--- src/rtl/ecc_pkg.sv ---
// rtl/ecc_pkg.sv - shared prime, sequencer states and point type for the ECC decrypter
package ecc_pkg;

    localparam int ECC_P = 65521;

    typedef enum logic [2:0] {
        ST_IDLE,
        ST_SCAN,
        ST_DBL,
        ST_ADD,
        ST_NEG,
        ST_SUB,
        ST_FIN
    } state_e;

    typedef struct packed {
        logic [15:0] x;
        logic [15:0] y;
    } point_t;

    // y is negated in 17 bits so that P - y never wraps before truncation
    function automatic point_t point_neg(input point_t pt, input logic [16:0] p);
        point_t res;
        res.x = pt.x;
        res.y = (pt.y == 16'd0) ? 16'd0 : 16'(p - {1'b0, pt.y});
        return res;
    endfunction

endpackage

--- src/rtl/ecc_decrypt_seq_if.sv ---
// rtl/ecc_decrypt_seq_if.sv - request/ack bus to the shared external point adder
interface ecc_decrypt_seq_if;

    logic        pa_req;
    logic [15:0] pa_x1;
    logic [15:0] pa_y1;
    logic [15:0] pa_x2;
    logic [15:0] pa_y2;
    logic        pa_ack;
    logic [15:0] pa_x3;
    logic [15:0] pa_y3;

    modport master (
        output pa_req, pa_x1, pa_y1, pa_x2, pa_y2,
        input  pa_ack, pa_x3, pa_y3
    );

    modport slave (
        input  pa_req, pa_x1, pa_y1, pa_x2, pa_y2,
        output pa_ack, pa_x3, pa_y3
    );

endinterface

--- src/rtl/ecc_msb_find.sv ---
// rtl/ecc_msb_find.sv - leading-one index of a scalar plus an all-zero flag
module ecc_msb_find #(
    parameter  int DW = 7,
    localparam int IW = (DW > 1) ? $clog2(DW) : 1
) (
    input  logic [DW-1:0] vec,
    output logic [IW-1:0] idx,
    output logic          zero
);

    always_comb begin
        idx = '0;
        for (int i = 0; i < DW; i++) begin
            if (vec[i]) begin
                idx = IW'(i);
            end
        end
        zero = (vec == '0);
    end

endmodule

--- src/rtl/ecc_decrypt_seq.sv ---
// rtl/ecc_decrypt_seq.sv - ElGamal-style ECC decrypt sequencer: M = C2 - d*C1 via an external point adder
module ecc_decrypt_seq
    import ecc_pkg::*;
#(
    parameter int P  = ECC_P,
    parameter int DW = 7
) (
    input  logic                     clk,
    input  logic                     rst_n,
    input  logic                     start,
    input  logic [15:0]              c11,
    input  logic [15:0]              c12,
    input  logic [15:0]              c21,
    input  logic [15:0]              c22,
    input  logic [DW-1:0]            d,
    output logic                     busy,
    output logic                     done,
    output logic [15:0]              M1,
    output logic [15:0]              M2,
    ecc_decrypt_seq_if.master        pa
);

    localparam int          IW  = (DW > 1) ? $clog2(DW) : 1;
    localparam logic [16:0] P17 = 17'(P);

    state_e        state_q, state_d;
    point_t        c1_q, c1_d;
    point_t        c2_q, c2_d;
    point_t        r_q, r_d;
    point_t        m_q, m_d;
    point_t        op_a_q, op_a_d;
    point_t        op_b_q, op_b_d;
    logic [DW-1:0] d_q, d_d;
    logic [IW-1:0] bit_q, bit_d;
    logic          req_q, req_d;

    logic [IW-1:0] msb_idx;
    logic          d_zero;
    point_t        pa_res;

    ecc_msb_find #(.DW(DW)) u_msb_find (
        .vec  (d_q),
        .idx  (msb_idx),
        .zero (d_zero)
    );

    assign pa_res = {pa.pa_x3, pa.pa_y3};

    // Each adder state first spends one cycle with req low, which gives the
    // mandatory idle cycle between back-to-back transactions.
    always_comb begin
        state_d = state_q;
        c1_d    = c1_q;
        c2_d    = c2_q;
        r_d     = r_q;
        m_d     = m_q;
        op_a_d  = op_a_q;
        op_b_d  = op_b_q;
        d_d     = d_q;
        bit_d   = bit_q;
        req_d   = req_q;

        case (state_q)
            ST_IDLE: begin
                if (start) begin
                    c1_d    = {c11, c12};
                    c2_d    = {c21, c22};
                    d_d     = d;
                    state_d = ST_SCAN;
                end
            end
            ST_SCAN: begin
                if (d_zero) begin
                    m_d     = c2_q;
                    state_d = ST_FIN;
                end else begin
                    r_d = c1_q;
                    if (msb_idx == '0) begin
                        state_d = ST_NEG;
                    end else begin
                        bit_d   = msb_idx - IW'(1);
                        state_d = ST_DBL;
                    end
                end
            end
            ST_DBL: begin
                if (!req_q) begin
                    op_a_d = r_q;
                    op_b_d = r_q;
                    req_d  = 1'b1;
                end else if (pa.pa_ack) begin
                    req_d = 1'b0;
                    r_d   = pa_res;
                    if (d_q[bit_q]) begin
                        state_d = ST_ADD;
                    end else if (bit_q == '0) begin
                        state_d = ST_NEG;
                    end else begin
                        bit_d   = bit_q - IW'(1);
                        state_d = ST_DBL;
                    end
                end
            end
            ST_ADD: begin
                if (!req_q) begin
                    op_a_d = r_q;
                    op_b_d = c1_q;
                    req_d  = 1'b1;
                end else if (pa.pa_ack) begin
                    req_d = 1'b0;
                    r_d   = pa_res;
                    if (bit_q == '0) begin
                        state_d = ST_NEG;
                    end else begin
                        bit_d   = bit_q - IW'(1);
                        state_d = ST_DBL;
                    end
                end
            end
            ST_NEG: begin
                r_d     = point_neg(r_q, P17);
                state_d = ST_SUB;
            end
            ST_SUB: begin
                if (!req_q) begin
                    op_a_d = c2_q;
                    op_b_d = r_q;
                    req_d  = 1'b1;
                end else if (pa.pa_ack) begin
                    req_d   = 1'b0;
                    m_d     = pa_res;
                    state_d = ST_FIN;
                end
            end
            ST_FIN: begin
                state_d = ST_IDLE;
            end
            default: begin
                state_d = ST_IDLE;
            end
        endcase
    end

    always_ff @(posedge clk or negedge rst_n) begin
        if (!rst_n) begin
            state_q <= ST_IDLE;
            c1_q    <= '0;
            c2_q    <= '0;
            r_q     <= '0;
            m_q     <= '0;
            op_a_q  <= '0;
            op_b_q  <= '0;
            d_q     <= '0;
            bit_q   <= '0;
            req_q   <= 1'b0;
        end else begin
            state_q <= state_d;
            c1_q    <= c1_d;
            c2_q    <= c2_d;
            r_q     <= r_d;
            m_q     <= m_d;
            op_a_q  <= op_a_d;
            op_b_q  <= op_b_d;
            d_q     <= d_d;
            bit_q   <= bit_d;
            req_q   <= req_d;
        end
    end

    assign busy      = (state_q != ST_IDLE);
    assign done      = (state_q == ST_FIN);
    assign M1        = m_q.x;
    assign M2        = m_q.y;
    assign pa.pa_req = req_q;
    assign pa.pa_x1  = op_a_q.x;
    assign pa.pa_y1  = op_a_q.y;
    assign pa.pa_x2  = op_b_q.x;
    assign pa.pa_y2  = op_b_q.y;

endmodule
--- src/flat_wrapper.sv ---
// flat-port wrapper written by rule: the top's interface ports become plain ports
module ecc_decrypt_seq_flat import ecc_pkg::*;
#(
    parameter int P  = ECC_P,
    parameter int DW = 7
)
  (clk, rst_n, start, c11, c12, c21, c22, d, busy, done, M1, M2, pa_pa_req, pa_pa_x1, pa_pa_y1, pa_pa_x2, pa_pa_y2, pa_pa_ack, pa_pa_x3, pa_pa_y3);
  ecc_decrypt_seq_if pa_i ();
  input  logic clk;
  input  logic rst_n;
  input  logic start;
  input  logic [15:0] c11;
  input  logic [15:0] c12;
  input  logic [15:0] c21;
  input  logic [15:0] c22;
  input  logic [DW-1:0] d;
  output logic busy;
  output logic done;
  output logic [15:0] M1;
  output logic [15:0] M2;
  output wire logic [$bits(pa_i.pa_req)-1:0] pa_pa_req;
  output wire logic [$bits(pa_i.pa_x1)-1:0] pa_pa_x1;
  output wire logic [$bits(pa_i.pa_y1)-1:0] pa_pa_y1;
  output wire logic [$bits(pa_i.pa_x2)-1:0] pa_pa_x2;
  output wire logic [$bits(pa_i.pa_y2)-1:0] pa_pa_y2;
  input wire logic [$bits(pa_i.pa_ack)-1:0] pa_pa_ack;
  input wire logic [$bits(pa_i.pa_x3)-1:0] pa_pa_x3;
  input wire logic [$bits(pa_i.pa_y3)-1:0] pa_pa_y3;
  assign pa_pa_req = pa_i.pa_req;
  assign pa_pa_x1 = pa_i.pa_x1;
  assign pa_pa_y1 = pa_i.pa_y1;
  assign pa_pa_x2 = pa_i.pa_x2;
  assign pa_pa_y2 = pa_i.pa_y2;
  assign pa_i.pa_ack = pa_pa_ack;
  assign pa_i.pa_x3 = pa_pa_x3;
  assign pa_i.pa_y3 = pa_pa_y3;
  ecc_decrypt_seq #(.P(P), .DW(DW)) u_core (.clk(clk), .rst_n(rst_n), .start(start), .c11(c11), .c12(c12), .c21(c21), .c22(c22), .d(d), .busy(busy), .done(done), .M1(M1), .M2(M2), .pa(pa_i));
endmodule
--- config.mk ---
export PLATFORM = sky130hd
export DESIGN_NAME = ecc_decrypt_seq_flat
export DESIGN_NICKNAME = d
export VERILOG_FILES = /design/src/rtl/ecc_pkg.sv /design/src/rtl/ecc_decrypt_seq_if.sv /design/src/rtl/ecc_msb_find.sv /design/src/rtl/ecc_decrypt_seq.sv /design/src/flat_wrapper.sv
export SDC_FILE = /design/constraint.sdc
export NUM_CORES = 1
export LEC_CHECK = 0
export CAP_MARGIN = 20
export CORE_MARGIN = 2
export CORE_UTILIZATION = 55
export CTS_CLUSTER_SIZE = 28
export DETAILED_ROUTE_END_ITERATION = 8
export PLACE_DENSITY = 0.86
export SYNTH_ARGS = -nofsm -noshare
export SYNTH_HDL_FRONTEND = slang
export SYNTH_SLANG_ARGS = --single-unit
--- constraint.sdc ---
create_clock -name clk -period 6.7 [get_ports clk]
set_input_delay 0.67 -clock clk [delete_from_list [all_inputs] [get_ports clk]]
set_output_delay 0.67 -clock clk [all_outputs]
set_load 0.1 [all_outputs]
* Word-level counts from Yosys, hierarchy flattened *
Index checks and enable logic that the tools add are counted.

cells by class
  $lt $le $gt $ge = 1
  multiplexer cells = 43
  reductions and logical operators = 23
  equality and inequality tests = 23
  $add $sub $neg = 3
  bitwise gates (word level) = 1

operator list
  operator                                                                       number
  32-bit two-way mux                                                             7
  32-bit case mux with 2 select lines                                            3
  32-bit case mux with 3 select lines                                            1
  3-bit two-way mux                                                              24
  2-bit inequality test (second input constant)                                  11
  3-bit case mux with 6 select lines                                             1
  16-bit logical NOT                                                             1
  16-bit two-way mux                                                             1
  16-bit subtractor (first input constant)                                       1
  2-bit by 1-bit inequality test with 1-bit output (second input constant)       6
  3-bit == test (second input constant)                                          3
  3-bit logical NOT                                                              3
  3-bit case mux with 3 select lines                                             1
  3-bit nonzero test                                                             3
  4-bit AND reduction                                                            2
  8-bit AND reduction                                                            1
  2-bit nonzero test                                                             4
  7-bit logical NOT                                                              1
  7-bit AND reduction                                                            1
  3-bit by 2-bit == test with 1-bit output (second input constant)               2
  3-bit AND reduction                                                            2
  3-bit by 1-bit subtractor with 3-bit output (second input constant)            2
  5-bit AND reduction                                                            1
  3-bit by 4-bit less-than comparator with 1-bit output (second input constant)  1
  other kinds (7)                                                                11

storage, ports and cells
  output and inout port bits = 99
  register bits = 206
  word-level logic and storage cells = 110

* Logic depth before layout (Yosys ltp) *
Gate-level depths: netlist of run 1.

  depth after elaboration = 10
  depth in mapped cells = 10
  gate-level depth less buffers = 7

* Modules after synthesis *
A second synthesis of run 1 with hierarchy kept.

second synthesis, totals
  cells, all modules = 888
  area, all modules = 9609.2 sq um

by module, submodules not included
  module           area an instance (sq um)  cells each  times used  sequential area each (sq um)
  ecc_decrypt_seq  9536.6                    879         1           5154.9
  ecc_msb_find     72.6                      9           1           0.0

* Worst setup path after synthesis of run 1 *
Ideal clock, no wire load.

  kind = register to output
  start = reg u_core.state_q[2]
  end = out done
  slack = 3735 ps
  cell stages (with the launch flop) = 5
  arrival = 2295 ps
  buffers on the path = 2
  path through = dfrtp_1 > clkbuf_1 > nand2_1 > clkbuf_1 > nor2_1

on the way
  cells in the longest elaborated chain, start to end = 1

RTL lines
  item                    line                    source
  start, declared         ecc_decrypt_seq.sv:26   state_e state_q, state_d;
  start signal, assigned  ecc_decrypt_seq.sv:157  state_q <= state_d;
  3-bit == test           ecc_decrypt_seq.sv:171  assign done = (state_q == ST_FIN);
  end, declared           flat_wrapper.sv:18      output logic done;

Every way passes these cells.

* Worst setup path after layout of run 1 *
  start = reg u_core.state_q[2]
  end = out busy

on the way
  cells in the longest elaborated chain, start to end = 1

RTL lines
  item                line                    source
  3-bit nonzero test  ecc_decrypt_seq.sv:170  assign busy = (state_q != ST_IDLE);
  end, declared       flat_wrapper.sv:17      output logic busy;

Every way passes these cells.

==> results of run 1 <==
## per-stage QoR
step / instance area [µm²] / std cells / util (%) / setup slack [ps] / hold slack, ps
final: 12500 / 1303 / 73.0 / 2560 / 312
after detailed placement: 11700 / 1266 / 68.6 / 3120 / 521
after floorplan: 9550 / 892 / - / 3740 / 374
after global routing: 12500 / 1303 / 73.0 / 2440 / 405
after global placement: 11700 / 1266 / 68.6 / 3180 / 507
after CTS: 12500 / 1301 / 72.8 / 2590 / 376
## cell families after synthesis
kind of cell             Yosys count  share of synthesized area, %
flip-flops                       206                          54.0
multiplexers                     172                          19.1
AND/OR/NAND/NOR                  228                          10.2
buffers and inverters             76                          3.43
adder cells (fa/ha/maj)            2                         0.262
XOR/XNOR                           1                        0.0917
AO/OA/AOI/OAI                    207                          13.0
## metal layers
metal | GRT usage, % | vias up
li1 | - | 3543
met1 | 36.8 | 3893
met2 | 46.4 | 321
met3 | 6.88 | 50
met4 | 10.6 | 0
met5 | 0 | -
## final cells by class
type | count | area (µm²) | share of cell area, %
inverters | 10 | 37.5 | 0.300
multi-input cells | 610 | 4130 | 33.0
repair buffers | 217 | 2170 | 17.4
well taps | 225 | 282 | 2.25
flip-flops and latches | 206 | 5150 | 41.3
clock inverters | 6 | 134 | 1.07
clock buffers | 29 | 586 | 4.69
## state kept, by name, summed over array words and instances, names as in the netlist, 7 cells and up
signal           count
u_core.M1           16
u_core.M2           16
u_core.c1_q         32
u_core.c2_q         32
u_core.d_q           7
u_core.pa.pa_x1     16
u_core.pa.pa_x2     16
u_core.pa.pa_y1     16
u_core.pa.pa_y2     16
u_core.r_q          32
## worst register-to-register path, cell delays in order, from the launching register on
cell and delay [ps]:
sky130_fd_sc_hd__dfrtp_1 780, sky130_fd_sc_hd__clkinv_1 640, sky130_fd_sc_hd__nand2_2 870, sky130_fd_sc_hd__o21ai_0 200
sky130_fd_sc_hd__ha_1 250, sky130_fd_sc_hd__xnor2_1 120, sky130_fd_sc_hd__mux2_2 250
## path summary, 6_finish.rpt
check	slack, ps	start	depth (start not counted)	endpoint
max in group asynchronous	5140	rst_n	3	u_core.pa.pa_x1[4]
max reg2reg	3460	u_core.state_q[2]	6	u_core.bit_q[2]
min in group clk	530	u_core.pa.pa_y2[13]	2	u_core.pa.pa_y2[13]
max	2560	u_core.state_q[2]	3	busy
min	310	rst_n	1	u_core.M1[14]
min reg2reg	530	u_core.pa.pa_y2[13]	2	u_core.pa.pa_y2[13]
## placed cells by master, fill, tap and decap left out, types with 4 or more instances in the layout
master and n:
sky130_fd_sc_hd__inv_1 8, sky130_fd_sc_hd__bufinv_16 4, sky130_fd_sc_hd__a31oi_1 17, sky130_fd_sc_hd__nand2_1 39
sky130_fd_sc_hd__a22o_1 13, sky130_fd_sc_hd__mux2_2 72, sky130_fd_sc_hd__dfrtp_1 206, sky130_fd_sc_hd__or3_1 5
sky130_fd_sc_hd__buf_4 10, sky130_fd_sc_hd__nor4_1 5, sky130_fd_sc_hd__nor3_1 6, sky130_fd_sc_hd__o31ai_1 5
sky130_fd_sc_hd__mux2i_1 99, sky130_fd_sc_hd__a21oi_1 114, sky130_fd_sc_hd__o21ai_0 12, sky130_fd_sc_hd__clkbuf_8 4
sky130_fd_sc_hd__clkbuf_16 21, sky130_fd_sc_hd__o22ai_1 15, sky130_fd_sc_hd__clkbuf_1 5, sky130_fd_sc_hd__nand3_1 30
sky130_fd_sc_hd__clkdlybuf4s50_1 204, sky130_fd_sc_hd__nor2_1 125, sky130_fd_sc_hd__o32ai_1 8
==> parameters.txt, run 1 <==
Parameter                              Value

Routing
  Detailed router's first-iteration violation count    approximately 520
  Total vias in the final route    between 7,000 and 8,000
  Highest routed layer    met4
  First-pass iteration count of the detailed router    7
  Number of routed nets with antenna violations    0
  Met3 Routed Length    2150 µm
  Total Routed Length    between 20,000 and 30,000 µm
  Post-route DRC    0
  Wire length on met1    just over 10,000 µm
  Post-detailed-route via-to-cell ratio    5.99
  DR WL/cell    19.9 µm
  Met2 wire length    12,700 µm

CTS
  Root cell of the clock tree    sky130_fd_sc_hd__clkbuf_16
  Source-to-sink clock delay at the later pin of the worst-skew pair    490 ps
  Number of H-tree branching levels    1
  Count of cells resized by post-cts repair    0
  CTS buffer count    21
  Number of buffers on the longest clock path    3
  TritonCTS Sinks    206
  CTS tree    done
  Post-cts hold buffer count    0
  Clock transition at path regs    60 ps
  Number of buffers inserted to repair setup after CTS    0

STA
  Minimum clock period    4140 ps
  Number of setup violations in the final report    0
  Number of failing hold endpoints at the final stage    0
  Pins Over Slew Limit    0
  Fin Setup TNS    0 ps
  Post-route fraction of the period consumed by the critical path    roughly three fifths
  Max transition margin    28.6%
  Worst-margin pin slew    1070 ps
  Maximum clock rate    242 MHz
  Worst Skew    13.8 ps
  Unrepaired setup endpoints after global routing    no

Global route
  Overall track demand over capacity in global routing    28.3%
  Number of global-route vias before repair    about 7,900
  Congestion Overflow GR    0
  Largest net degree at the start of global routing    127
  First-pass GRT wire length    41,200 µm
  Initial antenna violation count    0

Worst setup path
  Worst path buffer plus inverter count    2
  Kind of critical path    flop to primary output
  Endpoint required time on the critical path    6030 ps
  Largest stage delay on the critical path    1190 ps
  Arrival time of the worst setup path    3470 ps
  Cell class contributing the biggest share of worst-path delay    buffers and inverters
  Highest net fanout along the worst path    16
  Critical path, cell by cell    clkinv_1 -> nand3_1 -> clkdlybuf4s50_1
  Startpoint types    flop
  Cell with the biggest individual delay on the critical path    sky130_fd_sc_hd__clkdlybuf4s50_1
  CP Capture Type    primary output

Synthesis
  Number of warnings reported in the yosys synthesis log    0
  Number of distinct library cell variants in the gate-level netlist after synthesis    44
  Synth top cells by count    sky130_fd_sc_hd__dfrtp_1 (206), sky130_fd_sc_hd__nor2_1 (126), sky130_fd_sc_hd__a21oi_1 (116)
  Count of state elements after synthesis    206
  Post-Syn Nets    ~1,000
  Number of enable flip-flop cells after synthesis    0
  Leading cell type by number of instances after synthesis    sky130_fd_sc_hd__dfrtp_1
  Synth async-reset ratio    100%
  Share of synthesized area occupied by flip-flops and latches    54.0%
  Area share of the largest cell type after synthesis    54.0%
  Post-synthesis cell area    9550 µm²
  Cells after synthesis    slightly below 900
  Cell type contributing the most total cell area after synthesis    sky130_fd_sc_hd__dfrtp_1
  Area contributors post-synth    sky130_fd_sc_hd__dfrtp_1 (54%), sky130_fd_sc_hd__mux2i_1 (10%), sky130_fd_sc_hd__mux2_2 (8.5%), sky130_fd_sc_hd__a21oi_1 (6.1%), sky130_fd_sc_hd__nor2_1 (5.0%)
  Most used flip-flop cell after synthesis    sky130_fd_sc_hd__dfrtp_1
  Mean area per synthesized cell    about 11 µm²

Layout
  Layout filler cell count    1,184
  Fraction of layout cells with a size suffix above 1    11.8%
  Diode insertion count for antenna repair    0
  Final #Nets    1,175
  Area growth syn-to-layout    30.8%

Die
  Number of rows in the core area    48
  Height of the chip    approximately 140 µm
  Starting density of the core    a little under three fifths
  Area inside the core boundary    17,100 µm²
  Area of the die    18,400 µm²
  IO Pins    206
  Die X    136 µm

Run
  Max-Cap Viols    0

Placed design
  Placer congestion estimate    0.864
  Number of buffers inserted by port buffering    205
  Detailed Place HPWL    16,400 µm

Worst hold path
  Min-Delay Path Class    primary input to async pin

Run status
  Outcome    complete, no violations
Power of run 1 is left out: the tool's default activity adds up to more than one toggle a clock period on the data nets, which glitch-free logic cannot reach.
==> run 2: changes to the inputs <==
--- a/config.mk
+++ b/config.mk
@@ -7,10 +7,10 @@
 export LEC_CHECK = 0
 export CAP_MARGIN = 20
 export CORE_MARGIN = 2
-export CORE_UTILIZATION = 55
+export CORE_UTILIZATION = 51
 export CTS_CLUSTER_SIZE = 28
 export DETAILED_ROUTE_END_ITERATION = 8
-export PLACE_DENSITY = 0.86
+export PLACE_DENSITY = 0.8
 export SYNTH_ARGS = -nofsm -noshare
 export SYNTH_HDL_FRONTEND = slang
 export SYNTH_SLANG_ARGS = --single-unit
==> constraint.sdc (replaced) <==
create_clock -name clk -period 4.2 [get_ports clk]
set_input_delay 0.42 -clock clk [delete_from_list [all_inputs] [get_ports clk]]
set_output_delay 0.42 -clock clk [all_outputs]
set_load 0.1 [all_outputs]
==> run 2 against run 1 <==
  * Clock skew down 4.7 ps
  * Final cell count up 1.2%
  * Flip-flop and latch count unchanged
  * Die area up 7.6%
  * Hold slack better by 76 ps
  * Global-route usage down 3.3 points
  * Design area up 0.37%
  * Highest routed layer unchanged
==> parameters.txt, run 2 (synthesis results as in run 1) <==
Parameter                              Value

Worst setup path
  Largest stage delay on the critical path    910 ps
  Highest net fanout along the worst path    29
  CP Capture Type    flop
  Number of cells on the worst reg-to-reg path    6
  Crit. Startpoint    u_core.state_q[1]
  Startpoint of the most critical register-to-register path    u_core.state_q[1]
  Cell with the biggest individual delay on the critical path    sky130_fd_sc_hd__dfrtp_1
  Minimum setup slack among reg-to-reg paths    around 1300 ps
  Cell class contributing the biggest share of worst-path delay    flip-flops
  Critical path, cell by cell    nor2b_4 -> a21oi_1 -> o31ai_4 -> buf_8 -> o21ai_0 -> a22o_1
  Kind of critical path    flop to flop
  Endpoint required time on the critical path    roughly 4600 ps
  End of the worst register-to-register path    u_core.r_q[14]
  Startpoint types    flop
  Capture point of the critical path    u_core.r_q[14]
  Crit. path cell count    6
  Arrival time of the worst setup path    3330 ps
  Worst path buffer plus inverter count    1

Routing
  First-pass iteration count of the detailed router    5
  Post-detailed-route via-to-cell ratio    between 5 and 6
  Number of routed nets with antenna violations    0
  Total vias in the final route    7,646
  DR WL/cell    19.1 µm
  Post-route DRC    0
  Detailed router's first-iteration violation count    roughly 530
  Total Routed Length    25,200 µm

Layout
  Top flop regs    u_core.c1_q: 32 flops, u_core.c2_q: 32 flops, u_core.r_q: 32 flops
  Footprint of the flip-flops and latches    5150 µm²
  Layout filler cell count    roughly 1,400
  Final #Nets    1,180
  Area growth syn-to-layout    31.3%
  Commonest non-fill, non-tap cell in the layout    sky130_fd_sc_hd__dfrtp_1
  Fraction of layout cells with a size suffix above 1    12.4%
  Post-layout utilization of the core    67.7%
  Area occupied by multi-input gates    4130 µm²
  Commonest non-fill, non-tap cells in the layout    sky130_fd_sc_hd__dfrtp_1 (206), sky130_fd_sc_hd__clkdlybuf4s50_1 (202), sky130_fd_sc_hd__nor2_1 (125)
  Diode insertion count for antenna repair    0

Die
  Height of the chip    141 µm
  IO Pins    206
  Die X    between 100 and 150 µm
  Area inside the core boundary    between 15,000 and 20,000 µm²
  Number of rows in the core area    50
  Area of the die    roughly 20,000 µm²
  Starting density of the core    51.6%

STA
  Post-route fraction of the period consumed by the critical path    about 70%
  Minimum clock period    around 2900 ps
  Hold Worst Slack    a little under 400 ps
  Number of failing hold endpoints at the final stage    0
  Worst Skew    9.13 ps
  Worst-margin pin slew    between 1000 and 1500 ps
  Fin Setup TNS    0 ps
  Min setup slack post-route    1270 ps
  Maximum clock rate    roughly 340 MHz
  Number of setup violations in the final report    0
  Unrepaired setup endpoints after global routing    no
  Pins Over Slew Limit    0
  Max transition margin    between 20% and 30%

Global route
  First-pass GRT wire length    39,900 µm
  Initial antenna violation count    0
  Overall track demand over capacity in global routing    25.0%
  Largest net degree at the start of global routing    139
  Congestion Overflow GR    0
  Number of global-route vias before repair    7,656

CTS
  Count of cells resized by post-cts repair    0
  Clock transition at path regs    approximately 60 ps
  Post-cts hold buffer count    0
  Root cell of the clock tree    sky130_fd_sc_hd__clkbuf_16
  Number of buffers on the longest clock path    3
  CTS buffer count    22
  CTS tree    done
  Number of H-tree branching levels    1
  Number of buffers inserted to repair setup after CTS    0
  TritonCTS Sinks    about 210
  Source-to-sink clock delay at the later pin of the worst-skew pair    510 ps

Run
  Max-Cap Viols    0

Placed design
  Detailed Place HPWL    16,500 µm
  Post-Place Worst Slack    1320 ps
  Placer congestion estimate    0.853
  Number of buffers inserted by port buffering    205

Worst hold path
  Min-Delay Path Class    primary input to async pin

Run status
  Outcome    complete, no violations
-- run 2: changes by cell type in the layout (fill, tap and decap cells not counted) --
cell	previous run	this run
sky130_fd_sc_hd__clkbuf_8	4	6
sky130_fd_sc_hd__inv_6	1	0
sky130_fd_sc_hd__clkinv_2	1	2
sky130_fd_sc_hd__dlygate4sd3_1	0	1
sky130_fd_sc_hd__clkinvlp_4	0	1
sky130_fd_sc_hd__bufinv_16	4	1
sky130_fd_sc_hd__clkbuf_16	21	22
sky130_fd_sc_hd__clkinv_8	0	1
sky130_fd_sc_hd__buf_4	10	13
sky130_fd_sc_hd__buf_12	0	2
sky130_fd_sc_hd__clkdlybuf4s50_1	204	202
-- run 2: cell type report --
class | instances | area share, %
sequential | 206 | 41.1
multi-input combinational | 610 | 32.9
clock inverter | 5 | 0.509
inverter | 10 | 0.299
clock buffer | 32 | 5.09
tap | 234 | 2.33
timing repair buffer | 221 | 17.7
-- run 2: how the worst min path moves through the flow --
stage | from | to
after global routing | rst_n | u_core.pa.pa_y1[2]
after detailed placement | u_core.M1[1] | u_core.M1[1]
final | rst_n | u_core.pa.pa_y1[2]
after global placement | u_core.M2[10] | u_core.M2[10]
after floorplan | rst_n | u_core.M1[0]
after CTS | rst_n | u_core.r_q[2]
-- run 2: through the flow --
stage               area [µm²]  std cells
global route             12500       1318
floorplan                 9550        892
CTS                      12500       1315
global placement         11800       1278
finish                   12500       1318
detailed placement       11800       1278
-- run 2: worst reg2reg max path: stages, from the launching register on --
cell and delay [ps]:
sky130_fd_sc_hd__dfrtp_1 910, sky130_fd_sc_hd__nor2b_4 870, sky130_fd_sc_hd__a21oi_1 230, sky130_fd_sc_hd__o31ai_4 230, sky130_fd_sc_hd__buf_8 240, sky130_fd_sc_hd__o21ai_0 100
sky130_fd_sc_hd__a22o_1 260
-- run 2: routing by layer --
| metal | vias up | global-route usage, % | part of all wire, % |
|---|---|---|---|
| met5 | - | 0 | 0 |
| met4 | 0 | 7.95 | 2.5 |
| met3 | 47 | 6.01 | 7.9 |
| met2 | 282 | 40.8 | 48 |
| met1 | 3769 | 33.4 | 42 |
| li1 | 3548 | - | - |
Power of run 2 is left out for the same reason.
==> run 3: changes to the inputs <==
==> constraint.sdc (replaced) <==
create_clock -name clk -period 3 [get_ports clk]
set_input_delay 0.3 -clock clk [delete_from_list [all_inputs] [get_ports clk]]
set_output_delay 0.3 -clock clk [all_outputs]
set_load 0.1 [all_outputs]
==> run 3 against run 2 <==
  * Final cell count is 0.99% higher
  * Sequential share of layout area is 0.070 points higher
  * Wire length is 1.2% higher
  * Critical path type unchanged
  * Global-route usage is 0.67 points higher
  * Design area is 0.17% lower
  * Critical path depth is 2 lower
  * First-iteration DRC count is 27% higher
  * Largest cell class unchanged
  * Critical endpoint is now u_core.r_q[10]
  * Non-clock buffer count is 12 higher
  * Via count is 1.3% higher
  * Highest routed layer unchanged
  * Core utilization is 0.11 points lower
  * Die area stayed put
==> parameters.txt, run 3 (synthesis results as in run 1) <==
Parameter                              Value

Run status
  Outcome    complete, no violations

Layout
  Post-layout utilization of the core    approximately two thirds
  Top flop regs    u_core.c1_q: 32 flops, u_core.c2_q: 32 flops, u_core.r_q: 32 flops
  Fraction of layout cells with a size suffix above 1    19.4%
  Diode insertion count for antenna repair    0
  Commonest non-fill, non-tap cells in the layout    sky130_fd_sc_hd__dfrtp_1 (206), sky130_fd_sc_hd__clkdlybuf4s50_1 (135), sky130_fd_sc_hd__nor2_1 (125)
  Cell Count, Final, Fillers Out    1,331
  Final #Nets    about 1,200
  Commonest non-fill, non-tap cell in the layout    sky130_fd_sc_hd__dfrtp_1
  Area growth syn-to-layout    31.1%

CTS
  Root cell of the clock tree    sky130_fd_sc_hd__clkbuf_16
  CTS tree    done
  Number of H-tree branching levels    1
  Number of buffers inserted to repair setup after CTS    0
  Number of buffers on the longest clock path    3
  Clock transition at path regs    60 ps
  TritonCTS Sinks    206
  CTS buffer count    22
  Source-to-sink clock delay at the later pin of the worst-skew pair    510 ps

Routing
  DR WL/cell    19.2 µm
  Number of routed nets with antenna violations    0
  Total vias in the final route    roughly 7,700
  Post-detailed-route via-to-cell ratio    5.82
  Total Routed Length    25,500 µm
  Detailed router's first-iteration violation count    674
  Post-route DRC    0
  First-pass iteration count of the detailed router    5

STA
  Max transition margin    33.6%
  Pins Over Slew Limit    0
  Worst Skew    roughly 12 ps
  Worst-margin pin slew    994 ps
  Min setup slack post-route    around 410 ps
  Post-route fraction of the period consumed by the critical path    86.5%
  Minimum clock period    between 2000 and 3000 ps
  Unrepaired setup endpoints after global routing    no
  Number of failing hold endpoints at the final stage    0
  Maximum clock rate    between 300 and 400 MHz
  Fin Setup TNS    0 ps
  Number of setup violations in the final report    0

Worst hold path
  Min-Delay Path Class    primary input to flop

Global route
  First-pass GRT wire length    41,200 µm
  Largest net degree at the start of global routing    83
  Number of global-route vias before repair    7,877
  Initial antenna violation count    0
  Overall track demand over capacity in global routing    25.7%
  Congestion Overflow GR    0

Die
  Starting density of the core    a little over 50%
  Die X    about 140 µm
  Area inside the core boundary    ~19,000 µm²
  Area of the die    19,800 µm²
  Height of the chip    141 µm
  IO Pins    206
  Number of rows in the core area    50

Worst setup path
  Cell with the biggest individual delay on the critical path    sky130_fd_sc_hd__dfrtp_1
  Highest net fanout along the worst path    22
  Kind of critical path    flop to flop
  Startpoint types    flop
  Arrival time of the worst setup path    between 3000 and 4000 ps
  Endpoint required time on the critical path    3440 ps
  Largest stage delay on the critical path    760 ps
  Critical path, cell by cell    nor3b_2 -> nand2_1 -> o311ai_0 -> a22o_1
  Worst path buffer plus inverter count    0
  Cell class contributing the biggest share of worst-path delay    simple AND/OR/NAND/NOR gates
  CP Capture Type    flop

Placed design
  Detailed Place HPWL    ~17,000 µm
  Number of buffers inserted by port buffering    approximately 210
  Post-Place Worst Slack    486 ps
  Cell count after placement    1,291
  Placer congestion estimate    0.878

Run
  Max-Cap Viols    0
## run 3: cell types whose count changed in the layout (fill, tap and decap cells not counted), sizes merged
cell           change
clkdlybuf4s50     -67
bufinv             +1
clkbuf             +1
buf               +79
clkinvlp           -1
## run 3: worst paths after layout
path / slack (ps) / endpoint / start / cells past startpoint
worst max register to register: 410 / u_core.r_q[10] / u_core.state_q[2] / 4
min in group asynchronous: 410 / u_core.M2[3] / rst_n / 2
worst min register to register: 520 / u_core.M2[3] / u_core.M2[3] / 2
worst max-delay path: 410 / u_core.r_q[10] / u_core.state_q[2] / 4
max in group asynchronous: 1770 / u_core.M2[7] / rst_n / 3
worst min-delay path: 370 / u_core.d_q[3] / d[3] / 3
## run 3: cell type report
cell class | count | area (µm²)
repair buffers | 233 | 2180
multi-input cells | 610 | 4130
flip-flops and latches | 206 | 5150
fillers | 1417 | 6000
clock buffers | 33 | 642
well taps | 234 | 293
clock inverters | 5 | 86.3
inverters | 10 | 37.5
## run 3: worst min-delay path, stage by stage
cell and delay (ps):
sky130_fd_sc_hd__clkdlybuf4s50_1 400, sky130_fd_sc_hd__nand2_1 50, sky130_fd_sc_hd__o21ai_0 60
## run 3: what timing repair did
item                                   4_1_cts  5_1_grt
hold buffers                                 1        0
endpoints found under the hold margin       78        0
resized for setup                            0        0
## run 3: metal layers
| layer | global-route usage (%) | vias up | wire, µm | part of all wire [%] |
|---|---|---|---|---|
| met3 | 5.71 | 51 | 1930 | 7.6 |
| li1 | - | 3585 | - | - |
| met2 | 42.9 | 318 | 12300 | 48 |
| met5 | 0 | - | 0 | 0 |
| met4 | 7.63 | 0 | 677 | 2.7 |
| met1 | 33.9 | 3791 | 10700 | 42 |
## run 3: through the flow
stage / instance area (µm²) / hold slack [ps]
after floorplan: 9550 / 4.41
after global placement: 11800 / 397
after detailed placement: 11800 / 397
after CTS: 12500 / 359
after global routing: 12500 / 393
final: 12500 / 366
Power of run 3 is left out for the same reason.
